**src/rtl/one_to_n_stream_demux.sv**
```systemverilog
// One-to-N stream demultiplexer: routes a valid/ready word to one registered channel, or to all in broadcast.
// Define DEMUX_CNT_EN to add per-channel 16-bit handshake counters on output cnt.
module one_to_n_stream_demux #(
   parameter int  WIDTH = 8,
   parameter int  N     = 4,
   localparam int SELW  = (N > 1) ? $clog2(N) : 1
) (
   input  logic               clk,
   input  logic               rst_n,
   input  logic [WIDTH-1:0]   din,
   input  logic               din_valid,
   output logic               din_ready,
   input  logic [SELW-1:0]    sel,
   input  logic               bcast,
   output logic [N*WIDTH-1:0] dout,
   output logic [N-1:0]       dout_valid,
   input  logic [N-1:0]       dout_ready,
   output logic               err_sel
`ifdef DEMUX_CNT_EN
   ,
   output logic [N*16-1:0]    cnt
`endif
);

   localparam logic [SELW:0] NUM_CH = (SELW+1)'(N);

   logic [N-1:0] free;
   logic [N-1:0] hit;
   logic [N-1:0] load;
   logic         sel_ok;
   logic         accept;
   logic         err_sel_reg;

   assign sel_ok = ({1'b0, sel} < NUM_CH);
   assign accept = din_valid && din_ready;

   // Out-of-range selects are sunk so a bad address can never stall the producer.
   always_comb begin
      din_ready = 1'b1;
      if (bcast) begin
         din_ready = &free;
      end else if (sel_ok) begin
         din_ready = |(hit & free);
      end
   end

   genvar gi;
   generate
      for (gi = 0; gi < N; gi++) begin : g_ch
         localparam logic [SELW-1:0] CH_IDX = SELW'(gi);

         logic [WIDTH-1:0] data_reg;
         logic             valid_reg;

         assign hit[gi]  = (sel == CH_IDX);
         assign free[gi] = !valid_reg || dout_ready[gi];
         assign load[gi] = accept && (bcast || hit[gi]);

         // A load wins over a drain, giving same-cycle refill without a bubble.
         always_ff @(posedge clk or negedge rst_n) begin
            if (!rst_n) begin
               data_reg  <= '0;
               valid_reg <= 1'b0;
            end else if (load[gi]) begin
               data_reg  <= din;
               valid_reg <= 1'b1;
            end else if (dout_ready[gi]) begin
               valid_reg <= 1'b0;
            end
         end

         assign dout[gi*WIDTH +: WIDTH] = data_reg;
         assign dout_valid[gi]          = valid_reg;

`ifdef DEMUX_CNT_EN
         logic [15:0] cnt_reg;

         always_ff @(posedge clk or negedge rst_n) begin
            if (!rst_n) begin
               cnt_reg <= '0;
            end else if (valid_reg && dout_ready[gi]) begin
               cnt_reg <= cnt_reg + 16'd1;
            end
         end

         assign cnt[gi*16 +: 16] = cnt_reg;
`endif
      end
   endgenerate

   always_ff @(posedge clk or negedge rst_n) begin
      if (!rst_n) begin
         err_sel_reg <= 1'b0;
      end else if (accept && !bcast && !sel_ok) begin
         err_sel_reg <= 1'b1;
      end
   end

   assign err_sel = err_sel_reg;

endmodule

```
**config.mk**
```make
export PLATFORM = sky130hd
export DESIGN_NAME = one_to_n_stream_demux
export DESIGN_NICKNAME = d
export VERILOG_FILES = /design/src/rtl/one_to_n_stream_demux.sv
export SDC_FILE = /design/constraint.sdc
export NUM_CORES = 1
export LEC_CHECK = 0
export BUFFER_PORTS_ARGS = -buffer_cell sky130_fd_sc_hd__buf_2
export CAP_MARGIN = 30
export CELL_PAD_IN_SITES_DETAIL_PLACEMENT = 1
export CELL_PAD_IN_SITES_GLOBAL_PLACEMENT = 2
export CORE_MARGIN = 2
export CORE_UTILIZATION = 36
export DETAILED_ROUTE_END_ITERATION = 8
export GPL_ROUTABILITY_DRIVEN = 0
export PLACE_DENSITY_LB_ADDON = 0.1
export SYNTH_ARGS = -nofsm -noshare
export SYNTH_HDL_FRONTEND = slang
export SYNTH_SLANG_ARGS = --single-unit
```
**constraint.sdc**
```tcl
create_clock -name clk -period 3.5 [get_ports clk]
set_input_delay 0.7 -clock clk [delete_from_list [all_inputs] [get_ports clk]]
set_output_delay 0.7 -clock clk [all_outputs]
set_load 0.02 [all_outputs]
```
# Word-level counts from Yosys, hierarchy flattened
# Index checks and enable logic that the tools add are counted.
dict set report totals {
  register_bits 36
  input_bits 18
  output_inout_bits 38
  wordCells 45
}
dict set report op_classes {
  n_eq_ne 3
  muxes 9
  bitwise_logic 1
  reduce_logical 24
}
# cell count
set op_table {}
lappend op_table {{two-way mux 1 bit} 9}
lappend op_table {{logical OR 1 bit} 8}
lappend op_table {{nonzero test 2 bit} 4}
lappend op_table {{logical AND 1 bit} 5}
lappend op_table {{AND 4 bit} 1}
lappend op_table {{== test 2 bit (second input constant)} 2}
lappend op_table {{zero test 1 bit} 4}
lappend op_table {{AND reduction 4 bit} 1}
lappend op_table {{OR reduction 4 bit} 1}
lappend op_table {{== test 2 x 1 -> 1 bit (second input constant)} 1}
lappend op_table {{zero test 2 bit} 1}

# Depth between registers and ports, before layout
dict set report logic_depth {
  depth_word 8
  ltp_mapped 4
  mapped_depth_nobuf 4
}

# Worst setup path after synthesis
# OpenSTA, ideal clock, no wires.
dict set report synth_timing {
  path_kind {input -> output}
  start {input dout_ready[0]}
  end {output din_ready}
  arrival_time_ns 1.465
  required_time_ns 2.800
  slack_ns 1.335
  stages 3
  cell_sequence {nand2b_2 > a41oi_2 > o22ai_1}
}
dict set report synth_via {
  elab_chain_len 4
}
# item line
set synth_rtl {}
lappend synth_rtl {{start, declared} 17} ;# input logic [N-1:0] dout_ready,
lappend synth_rtl {{logical OR 1 bit (*)} 56} ;# assign free[gi] = !valid_reg || dout_ready[gi];
lappend synth_rtl {{AND 4 bit} 43} ;# din_ready = |(hit & free);
lappend synth_rtl {{OR reduction 4 bit} 43}
lappend synth_rtl {{two-way mux 1 bit (*)} 40} ;# if (bcast) begin
lappend synth_rtl {{end, declared} 12} ;# output logic din_ready,
# Mark *: on every way between the ends. The rest lies on a longest branch, timed or not.

# Worst setup path in the final report
# Ends and elaborated chain as after synthesis.

==> metrics.txt <==
# TYPE chip_impl_metric gauge
chip_impl_info{name="status",value="finished, final reports clean"} 1
chip_impl_metric{name="leakagePower",unit="nW"} 1.03
chip_impl_metric{name="timing.critical_path.required",unit="ns"} 2.80
chip_impl_metric{name="cts.sinks",unit=""} 36
chip_impl_metric{name="drv_cap",unit=""} 0
chip_impl_info{name="critPathSlowestCell",value="sky130_fd_sc_hd__a41oi_2"} 1
chip_impl_info{name="cts_tree",value="built"} 1
chip_impl_metric{name="final-hold-violation-count",unit=""} 0
chip_impl_metric{name="max_freq",unit="MHz"} 415
chip_impl_info{name="path_cells",value="buf_2 -> nand2b_2 -> a41oi_2 -> o22ai_1 -> buf_2"} 1
chip_impl_metric{name="globalRouteOverflowTotal",unit=""} 0
chip_impl_metric{name="drtAntennaViolNets",unit=""} 0
chip_impl_metric{name="count_of_filler_cells_inserted_in_the_layout",unit=""} 467
chip_impl_metric{name="drt_pre_antenna_iters",unit=""} 2
chip_impl_info{name="timing.hold.worst.class",value="flip-flop to flip-flop"} 1
chip_impl_metric{name="detail_route.vias_per_cell",unit=""} 4.88
chip_impl_metric{name="yosysWarnings",unit=""} 0
chip_impl_metric{name="hpwl",unit="mm"} 2.68
chip_impl_metric{name="fin_skew",unit="ns"} 0.00933
chip_impl_metric{name="period_share",unit="%"} 68.8
chip_impl_info{name="synthTopCellsByArea",value="sky130_fd_sc_hd__dfrtp_1 (54%), sky130_fd_sc_hd__mux2_4 (22%), sky130_fd_sc_hd__mux2_2 (3.4%)"} 1
chip_impl_metric{name="routed_wl",unit="mm"} 3.69
chip_impl_metric{name="route.detailed.wl_per_inst",unit="um"} 17.5
chip_impl_metric{name="ctsHtreeMaxLevel",unit=""} 2
chip_impl_metric{name="utilization",unit="%"} 47.5
chip_impl_metric{name="cts.clk_slew.worst_paths",unit="ns"} 0.08
chip_impl_metric{name="post_route_cells_drive_above_1_share",unit="%"} 63.5
chip_impl_metric{name="drc",unit=""} 0
chip_impl_metric{name="comb_power_share",unit="%"} 36.5
chip_impl_metric{name="grt_usage",unit="%"} 15.8
chip_impl_metric{name="antenna_cell_count",unit=""} 0
chip_impl_metric{name="critPathMaxStageDelay",unit="ns"} 0.35
chip_impl_metric{name="maxSlewHeadroom",unit="%"} 45.2
chip_impl_metric{name="cell_area_after_layout",unit="um^2"} 2080
chip_impl_metric{name="number_of_antenna_violations_at_the_first_check_in_global_routing",unit=""} 0
chip_impl_info{name="synthTopCellsByCount",value="sky130_fd_sc_hd__dfrtp_1 (36), sky130_fd_sc_hd__mux2_4 (24), sky130_fd_sc_hd__buf_4 (5), sky130_fd_sc_hd__mux2_2 (5)"} 1
chip_impl_metric{name="synth_seq_cells",unit=""} 36
chip_impl_metric{name="initial_utilization",unit="%"} 37.8
chip_impl_info{name="clk_root_buffer_cell",value="sky130_fd_sc_hd__clkbuf_8"} 1
chip_impl_metric{name="finish.net_count",unit=""} 176
chip_impl_metric{name="boundaryPins",unit=""} 56
chip_impl_info{name="crit_path_start_kind",value="input port"} 1
chip_impl_metric{name="power.switching",unit="mW"} 0.536
chip_impl_metric{name="numCtsBuffers",unit=""} 5
chip_impl_info{name="synthFlopType",value="sky130_fd_sc_hd__dfrtp_1"} 1
chip_impl_metric{name="hold_ws",unit="ns"} 0.502
chip_impl_metric{name="vias_in_the_first_global_route",unit=""} 1172
chip_impl_metric{name="largest_register_ff_count",unit=""} 32
chip_impl_metric{name="cts-hold-fix-buffers",unit=""} 0
chip_impl_metric{name="syn_avg_cell_area",unit="um^2"} 16.3
chip_impl_metric{name="number_of_placement_rows",unit=""} 24
chip_impl_metric{name="final-max-slew-violation-count",unit=""} 0
chip_impl_metric{name="port_buffers",unit=""} 54
chip_impl_info{name="post-synth-top-count-cell",value="sky130_fd_sc_hd__dfrtp_1"} 1
chip_impl_metric{name="synthCells",unit=""} 102
chip_impl_metric{name="tightestPinTransition",unit="ns"} 0.822
chip_impl_metric{name="synth-seq-area-share",unit="%"} 54.3
chip_impl_metric{name="placed_cells_incl_taps",unit=""} 203
chip_impl_metric{name="core-area",unit="um^2"} 4380
chip_impl_metric{name="detailedRoute.firstIterationViolations",unit=""} 20
chip_impl_metric{name="largest_net_degree_at_the_start_of_global_routing",unit=""} 37
chip_impl_metric{name="layout-area-overhead-vs-synth",unit="%"} 25.6
chip_impl_metric{name="power-per-cell-area",unit="nW/um^2"} 768
chip_impl_metric{name="cts.repair.resized",unit=""} 0
chip_impl_metric{name="critPathMaxFanout",unit=""} 4
chip_impl_metric{name="crit_arrival",unit="ns"} 1.71
chip_impl_metric{name="number_of_distinct_library_cells_after_synthesis",unit=""} 29
chip_impl_metric{name="finalNonFillerCells",unit=""} 211
chip_impl_metric{name="switching_share",unit="%"} 33.5
chip_impl_metric{name="post_synth_edffs",unit=""} 0
chip_impl_info{name="setup_repair_after_global_routing_missed_its_margin",value="false"} 1
chip_impl_metric{name="intPower",unit="mW"} 1.06
chip_impl_metric{name="postLayoutSetupSlackWorst",unit="ns"} 1.09
chip_impl_metric{name="detailroute.via_count",unit=""} 1029
chip_impl_metric{name="die_h",unit="um"} 71.9
chip_impl_metric{name="first_pass_grt_wire_length",unit="mm"} 6.10
chip_impl_metric{name="timing.setup.tns",unit="ns"} 0
chip_impl_metric{name="cell_area_synth",unit="um^2"} 1660
chip_impl_info{name="synth_top_area_cell",value="sky130_fd_sc_hd__dfrtp_1"} 1
chip_impl_metric{name="die_w",unit="um"} 71.9
chip_impl_metric{name="postPlaceCellArea",unit="um^2"} 1960
chip_impl_info{name="cp_common_cell",value="sky130_fd_sc_hd__buf_2"} 1
chip_impl_metric{name="synthesis.nets",unit=""} 120
chip_impl_metric{name="power_frac_seq",unit="%"} 38.6
chip_impl_metric{name="final-setup-viol-count",unit=""} 0
chip_impl_metric{name="worst_skew_pair.late_latency",unit="ns"} 0.29
chip_impl_metric{name="die-area",unit="um^2"} 5170
chip_impl_metric{name="cts_buffer_depth",unit=""} 2
chip_impl_metric{name="proportion_of_register_bits_with_asynchronous_set_or_reset_after_synthesis",unit="%"} 100
chip_impl_metric{name="post-cts-setup-buffer-count",unit=""} 0
chip_impl_info{name="crit_family",value="compound AO/OA/AOI/OAI gates"} 1
chip_impl_metric{name="design_power_total",unit="mW"} 1.60
chip_impl_metric{name="place_worst_setup_slack",unit="ns"} 1.09
chip_impl_metric{name="timing.final.crit_period",unit="ns"} 2.41
chip_impl_metric{name="synth_largest_type_area_fraction",unit="%"} 54.3
chip_impl_info{name="cp-end-kind",value="output pin"} 1
chip_impl_metric{name="critical_path_buf_inv_count",unit=""} 2
chip_impl_info{name="criticalPathCategory",value="input port to output pin"} 1
chip_impl_metric{name="power.ir.vdd_worst",unit="mV"} 0.348
chip_impl_metric{name="power.share.clock",unit="%"} 25.0
cells in the final DEF, fill, tap and decap left out:
master / synthesis / final
sky130_fd_sc_hd__o2bb2ai_4: 1 / 1
sky130_fd_sc_hd__nor4_1: 1 / 1
sky130_fd_sc_hd__nor2b_1: 1 / 1
sky130_fd_sc_hd__conb_1: 1 / 1
sky130_fd_sc_hd__inv_1: 1 / 1
sky130_fd_sc_hd__clkbuf_8: 0 / 7
sky130_fd_sc_hd__o21ai_4: 1 / 1
sky130_fd_sc_hd__nand2b_2: 1 / 1
sky130_fd_sc_hd__or3_1: 1 / 1
sky130_fd_sc_hd__mux2_4: 24 / 24
sky130_fd_sc_hd__bufinv_16: 0 / 1
sky130_fd_sc_hd__nor4_4: 1 / 1
sky130_fd_sc_hd__nor2b_2: 1 / 1
sky130_fd_sc_hd__buf_2: 0 / 54
sky130_fd_sc_hd__nand2b_1: 2 / 2
sky130_fd_sc_hd__mux2_2: 5 / 5
sky130_fd_sc_hd__o21bai_1: 1 / 1
sky130_fd_sc_hd__nor3_1: 2 / 2
sky130_fd_sc_hd__a21oi_1: 1 / 1
sky130_fd_sc_hd__o22ai_1: 1 / 1
sky130_fd_sc_hd__a41oi_2: 1 / 1
sky130_fd_sc_hd__or2b_1: 1 / 1
sky130_fd_sc_hd__mux2i_1: 1 / 1
sky130_fd_sc_hd__nor2b_4: 2 / 2
sky130_fd_sc_hd__nor3b_1: 1 / 1
sky130_fd_sc_hd__nor3_4: 1 / 1
sky130_fd_sc_hd__mux2_1: 3 / 3
sky130_fd_sc_hd__nand3b_1: 1 / 1
sky130_fd_sc_hd__a21oi_4: 1 / 1
sky130_fd_sc_hd__nand2_1: 3 / 3
sky130_fd_sc_hd__dfrtp_1: 36 / 36
logic make-up after synthesis:
logic type | share of synthesized area [%]
flops | 54.3
mux | 27.8
simple gates | 9.50
compound gates | 5.73
buf+inv | 2.49
other cells | 0.226
worst register-to-register path: cells and delay by family (launching register included):
| kind | cells | cell delay, ns |
|---|---|---|
| AOI/OAI and AO/OA | 1 | 0.30 |
| and+or+nand+nor | 2 | 0.68 |
| muxes | 1 | 0.34 |
| DFF | 1 | 0.40 |
worst paths after layout:
check	end	cells after the start	from	slack (ns)
hold / removal	g_ch[2].data_reg[2]	1	g_ch[2].data_reg[2]	0.50
setup reg to reg	g_ch[3].data_reg[7]	4	g_ch[1].valid_reg	1.66
max in group asynchronous	g_ch[0].data_reg[7]	1	rst_n	2.47
hold reg to reg	g_ch[2].data_reg[2]	1	g_ch[2].data_reg[2]	0.50
setup / recovery	din_ready	5	dout_ready[0]	1.09
min in group asynchronous	g_ch[2].data_reg[0]	1	rst_n	0.51
area by class of cell:
| type | instances | area, um^2 | area share [%] |
|---|---|---|---|
| well taps | 52 | 65.1 | 3.12 |
| clock inverters | 1 | 30.0 | 1.44 |
| multi-input cells | 60 | 717 | 34.4 |
| clock buffers | 7 | 96.3 | 4.62 |
| repair buffers | 54 | 270 | 13.0 |
| inverters | 1 | 3.75 | 0.180 |
| flip-flops and latches | 36 | 901 | 43.2 |
per-layer routing:
layer  vias to the layer above  track usage [%]  routed length (um)
met5                         -                0                   0
met4                         0             4.40                  28
met3                         5             4.64                 208
met2                        31             27.3                1920
met1                       525             19.2                1530
li1                        468                -                   -
power groups by stage:
stage	combinational, mW	clock [mW]	sequential, mW
after floorplan	0.248	0	0.771
after global placement	0.581	0	0.618
after detailed placement	0.594	0	0.624
after CTS	0.595	0.412	0.619
after global routing	0.621	0.434	0.639
final	0.584	0.399	0.617
(Power assumes the default switching activity.)
